[config.mk]
export PLATFORM = sky130hd
export DESIGN_NAME = uart_rx
export DESIGN_NICKNAME = d
export VERILOG_FILES = /design/src/rtl/uart_rx.sv
export SDC_FILE = /design/constraint.sdc
export NUM_CORES = 1
export LEC_CHECK = 0
export BUFFER_PORTS_ARGS = -buffer_cell sky130_fd_sc_hd__buf_2
export CORE_ASPECT_RATIO = 0.5
export CORE_MARGIN = 8
export CORE_UTILIZATION = 35
export CTS_CLUSTER_SIZE = 14
export DETAILED_ROUTE_END_ITERATION = 7
export GPL_TIMING_DRIVEN = 0
export PLACE_DENSITY = 0.59
export SYNTH_ARGS = -nofsm -noshare
export SYNTH_HDL_FRONTEND = slang
export SYNTH_SLANG_ARGS = --single-unit
export TNS_END_PERCENT = 50
[constraint.sdc]
create_clock -name i_Clock -period 2.4 [get_ports i_Clock]
set_input_delay 0 -clock i_Clock [delete_from_list [all_inputs] [get_ports i_Clock]]
set_output_delay 0 -clock i_Clock [all_outputs]
set_load 0.01 [all_outputs]
[src/rtl/uart_rx.sv]
// 8N1 UART receiver: two-flop line synchronizer, mid-bit start validation,
// centre sampling of each bit, one-cycle DV or framing-error strobe.
module uart_rx #(
  parameter int CLKS_PER_BIT = 87
) (
  input  logic       i_Clock,
  input  logic       i_Reset_n,
  input  logic       i_Rx_Serial,
  output logic       o_Rx_DV,
  output logic [7:0] o_Rx_Byte,
  output logic       o_Rx_Active,
  output logic       o_Frame_Err
);
  localparam logic [9:0] CPB_M1 = 10'(CLKS_PER_BIT - 1);
  localparam logic [9:0] HALF   = 10'((CLKS_PER_BIT - 1) / 2);

  typedef enum logic [2:0] {
    S_IDLE, S_START, S_DATA, S_STOP, S_CLEANUP, S_BREAK
  } state_t;

  state_t     state, state_n;
  logic       rx_meta, rx_s;
  logic [9:0] cnt, cnt_n;
  logic [2:0] idx, idx_n;
  logic [7:0] shreg, shreg_n;
  logic [7:0] byte_q, byte_n;
  logic       dv_n, ferr_n;

  always_ff @(posedge i_Clock or negedge i_Reset_n) begin
    if (!i_Reset_n) begin
      rx_meta <= 1'b1;
      rx_s    <= 1'b1;
    end else begin
      rx_meta <= i_Rx_Serial;
      rx_s    <= rx_meta;
    end
  end

  always_ff @(posedge i_Clock or negedge i_Reset_n) begin
    if (!i_Reset_n) begin
      state       <= S_IDLE;
      cnt         <= '0;
      idx         <= '0;
      shreg       <= '0;
      byte_q      <= '0;
      o_Rx_DV     <= 1'b0;
      o_Frame_Err <= 1'b0;
    end else begin
      state       <= state_n;
      cnt         <= cnt_n;
      idx         <= idx_n;
      shreg       <= shreg_n;
      byte_q      <= byte_n;
      o_Rx_DV     <= dv_n;
      o_Frame_Err <= ferr_n;
    end
  end

  always_comb begin
    state_n = state;
    cnt_n   = cnt;
    idx_n   = idx;
    shreg_n = shreg;
    byte_n  = byte_q;
    dv_n    = 1'b0;
    ferr_n  = 1'b0;
    case (state)
      S_IDLE: begin
        cnt_n = '0;
        idx_n = '0;
        if (!rx_s) state_n = S_START;
      end
      S_START: begin
        // Line must still be low at mid start bit, otherwise treat as glitch
        if (cnt < HALF) cnt_n = cnt + 10'd1;
        else if (!rx_s) begin
          cnt_n   = '0;
          state_n = S_DATA;
        end else state_n = S_IDLE;
      end
      S_DATA: begin
        if (cnt < CPB_M1) cnt_n = cnt + 10'd1;
        else begin
          cnt_n        = '0;
          shreg_n[idx] = rx_s;
          if (idx == 3'd7) state_n = S_STOP;
          else idx_n = idx + 3'd1;
        end
      end
      S_STOP: begin
        if (cnt < CPB_M1) cnt_n = cnt + 10'd1;
        else begin
          cnt_n = '0;
          if (rx_s) begin
            byte_n  = shreg;
            dv_n    = 1'b1;
            state_n = S_CLEANUP;
          end else begin
            ferr_n  = 1'b1;
            state_n = S_BREAK;
          end
        end
      end
      S_CLEANUP: state_n = S_IDLE;
      // Held-low line: wait for idle so a break yields a single error
      S_BREAK: if (rx_s) state_n = S_IDLE;
      default: state_n = S_IDLE;
    endcase
  end

  assign o_Rx_Byte   = byte_q;
  assign o_Rx_Active = (state != S_IDLE);
endmodule

# After elaboration in Yosys (flattened, before gate mapping)
# Cells that the tools add are included.
# Widths: inputs -> output; s select.
word_totals:
  register_bits: 36
  in_bits: 3
  wordCells: 65
classes:
  addsub: 2
  n_lt_le_gt_ge: 4
  n_eq_ne: 13
  mux: 25
  bitwise_logic: 1
  reduce_logical: 11
ops:
  columns: ["operator", "n"]
  rows:
  - ["$mux 10", 3]
  - ["$pmux 10 s3", 1]
  - ["$mux 3", 8]
  - ["$pmux 3 s5", 1]
  - ["$ne 2x2->1 const B", 7]
  - ["$add 10x1->10 const B", 1]
  - ["$lt 10x6->1 const B", 1]
  - ["$lt 10x7->1 const B", 1]
  - ["$bwmux 8", 1]
  - ["$mux 1", 8]
  - ["$eq 3x2->1 const B", 2]
  - ["$eq 3x3->1 const B", 2]
  - ["$pmux 3 s2", 1]
  - ["$reduce_and 3->1", 2]
  - ["$reduce_and 6->1", 1]
  - ["$reduce_bool 3->1", 2]
  - ["$lt 3x4->1 const B", 1]
  - ["$reduce_and 2->1", 2]
  - ["$add 3x1->3 const B", 1]
  - ["$demux 1 s3", 1]
  - ["$eq 3x1->1 const B", 1]
  - ["$ge 3x1->1 const B", 1]
  - ["$logic_not 3->1", 1]
  - ["$ne 3x3->1 const B", 1]
  - ["5 further kinds", 5]

# Logic depth before layout (Yosys ltp)
logic_depth:
  depth_word: 5
  mapped_depth: 6

# Worst setup path before layout
# OpenSTA, ideal clock, no wires.
synth_path:
  path_kind: "register to register"
  startpoint: "register state[2]"
  endpoint: "register shreg[5]"
  setup_time_ns: 0.125
  t_arrival_ns: 1.657
  t_required_ns: 2.275
  slack_ns: 0.618
  stages_incl_launch_ff: 6
  path_buffers: 1
  period_less_slack_ns: 1.782
  cell_sequence: "dfrtp_1 clkbuf_2 nor3b_1 nand2_1 a2111oi_0 mux2_2"
synth_via:
  elab_chain_len: 2
synth_rtl:
  columns: ["item", "line_no", "source"]
  rows:
  - ["start, declared", "21", "state_t state, state_n;"]
  - ["start signal, assigned", "49", "state <= state_n;"]
  - ["$eq 3x2->1", "67", "case (state)"]
  - ["$reduce_and 2->1 (no line)", null, null]
  - ["end signal, assigned", "52", "shreg <= shreg_n;"]
  - ["end, declared", "25", "logic [7:0] shreg, shreg_n;"]
# Every way passes these cells.
# A chain may end at the register's enable or synchronous reset.

# Worst setup path after layout
layout_path:
  startpoint: "register state[2]"
  endpoint: "register cnt[4]"
layout_via:
  elab_chain_len: 4
  elab_cells_between_ends: 9
  cone_classes: "eq/ne: 4; mux: 1; reduce/logical: 4"
layout_rtl:
  columns: ["item", "line_no", "source"]
  rows:
  - ["$eq 3x2->1", "67", null]
  - ["$reduce_or 2->1 (no line)", null, null]
  - ["$reduce_bool 3->1 (no line)", null, null]
  - ["$reduce_and 2->1 (no line)", null, null]
  - ["end signal, assigned", "50", "cnt <= cnt_n;"]
  - ["end, declared", "23", "logic [9:0] cnt, cnt_n;"]
# Parallel ways exist; a longest one is shown, timed or not.

==> metrics.md <==
| Metric | Value |
|---|---|
| Status | finished, final reports clean |
| Die Ht | 67.5 um |
| Avg WL per Cell | 14.5 um |
| Largest net degree at the start of global routing | 37 |
| Global route overflow | 0 |
| Max-cap violations | 0 |
| Synth-to-Final Area Change | 15.1% |
| Avg Cell Area, Syn | 10.9 sq um |
| IO Port Bufs | 13 |
| EDFF count, synth | 0 |
| List of most frequent post-synthesis cells | dfrtp_1 (34), mux2_2 (17), nand2_1 (13), nand3_1 (10), a21oi_1 (8) |
| Top-area cell type share of the netlist area | 45.8% |
| Post-synthesis compound-gate area fraction | 18.0% |
| Min Clock Period, post-route | 2080 ps |
| CTS Buffer Depth | 2 |
| Worst skew pair latency | 290 ps |
| Register bit total from synthesis | 36 |
| Cts hold-fix bufs | 2 |
| RSZ-0062 raised after global routing | false |
| Synth Area in XOR/XNOR | 0.471% |
| Initial Util | 37.0% |
| PwrDens | 645 nW/um^2 |
| M3 GR Usage | 2.00% |
| CTS root buf | clkbuf_8 |
| CTS Sinks | 36 |
| Predominant post-synthesis flop cell | dfrtp_1 |
| GPL Wtd Cong | 0.841 |
| Setup TNS | 0 ps |
| Fill cells | 487 |
| Number of DRC markers in iteration 0 | 56 |
| Drt first pass iters | 4 |
| Fin crit share | 86.7% |
| Mux contribution to synthesized area | 10.3% |
| Finished Layout Cells | 263 |
| Site row count | 18 |
| Nets | 198 |
| Die Area | 8040 sq um |
| Synth top area cells | dfrtp_1 (46%), mux2_2 (10%), dfstp_2 (2.8%), nand3_1 (2.7%), nand2_1 (2.6%) |
| Postcts setup bufs | 0 |
| Worst Path Arrival | 2260 ps |
| HPWL Detailed | 2670 um |
| CP max FO | 10 |
| Synth Area in Adders | 2.02% |
| Worst Path Required | 2580 ps |
| Routed Antenna Nets | 0 |
| Met1 GRT Util | 13.5% |
| Worst hold path type | input port to asynchronous set/reset pin |
| Worst Skew | 5.59 ps |
| All-Layer GR Usage | 10.5% |
| Measured slew at the worst slew-check pin | 777 ps |
| Inserted Clock Buffers | 5 |
| LEAKAGE | 0.955 nW |
| Syn nets | 176 |
| Number of global-route vias before repair | 1,437 |
| Sequential Area | 903 sq um |
| Cell type with the highest aggregate area in the netlist | dfrtp_1 |
| Via-per-instance ratio | 5.44 |
| Critical path class | register to register |
| Fin. Hold Viols | 0 |
| Most frequent cell after synthesis | dfrtp_1 |
| Final setup fails | 0 |
| Multi-input gate area | 888 sq um |
| Type of destination of the critical path | register |
| Gate Count Post-Synth | 170 |
| Rel. slew slack | 48.2% |
| Post-cts repair resize count | 0 |
| Layout cell share with drive strength beyond 1 | 26.4% |
| Placed insts | 253 |
| H-tree depth | 2 |
| Critical path launch point type | register |
| Die width | 119 um |
| IO Count | 14 |
| Post-synthesis sequential area ratio | 48.6% |
| Core area | 5020 sq um |
| Drt drc | 0 |
| Clock transition at path regs | 70 ps |
| CTS tree | done |
| Ys Warns | 0 |
| Cell Area, Synth | 1860 sq um |
| Distinct cells, synth | 48 |
| Slew Limit Fails | 0 |
| Met2 usage | 16.5% |
| First-pass GRT wire length | 6880 um |
| Ys async rst share | 100% |
| Busiest layer in global routing | met2 |
| Antenna violations before repair | 0 |
| F_max | 0.481 GHz |
| Post-synthesis simple-gate area fraction | 17.0% |
| # diodes | 0 |
| Routed wire length | 3820 um |
| Vias | 1,430 |
| Largest family of logic cells by synthesized area | compound AO/OA/AOI/OAI gates |
| Maximum vdd drop | 0.323 mV |
-- power breakdown --
| group | internal [mW] | switching (mW) |
|---|---|---|
| sequential | 0.634 | 0.0245 |
| clock | 0.308 | 0.221 |
| combinational | 0.0771 | 0.115 |
-- flip-flops by register name, indices dropped and copies added, names as in the netlist --
name	count
cnt	10
o_Rx_Byte	8
shreg	8
idx	3
state	3
o_Frame_Err	1
o_Rx_DV	1
rx_meta	1
rx_s	1
-- placed cells by master (no fill, tap or decap), drive strengths merged, types with 4 or more instances in the layout --
cell type	netlist	routed
mux2	17	17
o22ai	4	4
nor3	5	5
buf	5	18
a31oi	7	7
inv	4	4
a21oi	8	8
dfrtp	34	34
a2111oi	4	4
nand2	13	13
nand3	10	10
clkbuf	7	13
-- logic make-up after synthesis --
kind of cell / Yosys count
simple gates: 54
flops: 36
xor+xnor: 1
compound gates: 43
buf+inv: 16
mux: 17
fa+ha+maj: 3
-- path summary, 6_finish.rpt --
path / startpoint / endpoint / slack, ps / depth (start not counted)
max: state[2] / cnt[4] / 320 / 5
min: i_Reset_n / idx[0] / 320 / 2
max reg2reg: state[2] / cnt[4] / 320 / 5
min reg2reg: rx_meta / rx_s / 360 / 0
max in group asynchronous: i_Reset_n / cnt[2] / 1590 / 2
min in group i_Clock: i_Rx_Serial / rx_meta / 350 / 2
-- routing by layer --
layer,wire (um),vias to the layer above
li1,-,689
met1,1930,697
met2,1680,34
met3,124,10
met4,83,0
met5,0,-
-- critical path, stage by stage, from the launching register on --
cell	delay (ps)
dfrtp_1	360
clkbuf_2	180
nor4_2	470
a32oi_1	270
clkbuf_1	280
a221o_1	390
-- cell type report --
class,count,area share (%)
timing repair buffer,15,3.98
clock inverter,2,1.64
buffer,12,2.40
clock buffer,6,3.39
tap,70,4.10
inverter,4,0.702
multi-input combinational,118,41.5
sequential,36,42.2
-- through the flow --
stage	power, mW	cell area [sq um]	util (%)	setup slack (ps)	hold slack (ps)
after global routing	1.46	2140	42.6	134	359
after global placement	0.856	2010	40.0	330	106
after detailed placement	0.860	2010	40.0	298	107
after CTS	1.40	2140	42.6	276	344
final	1.38	2140	42.6	319	318
after floorplan	0.808	1860	-	618	-296
No activity file was read; power rests on OpenSTA's default activity.
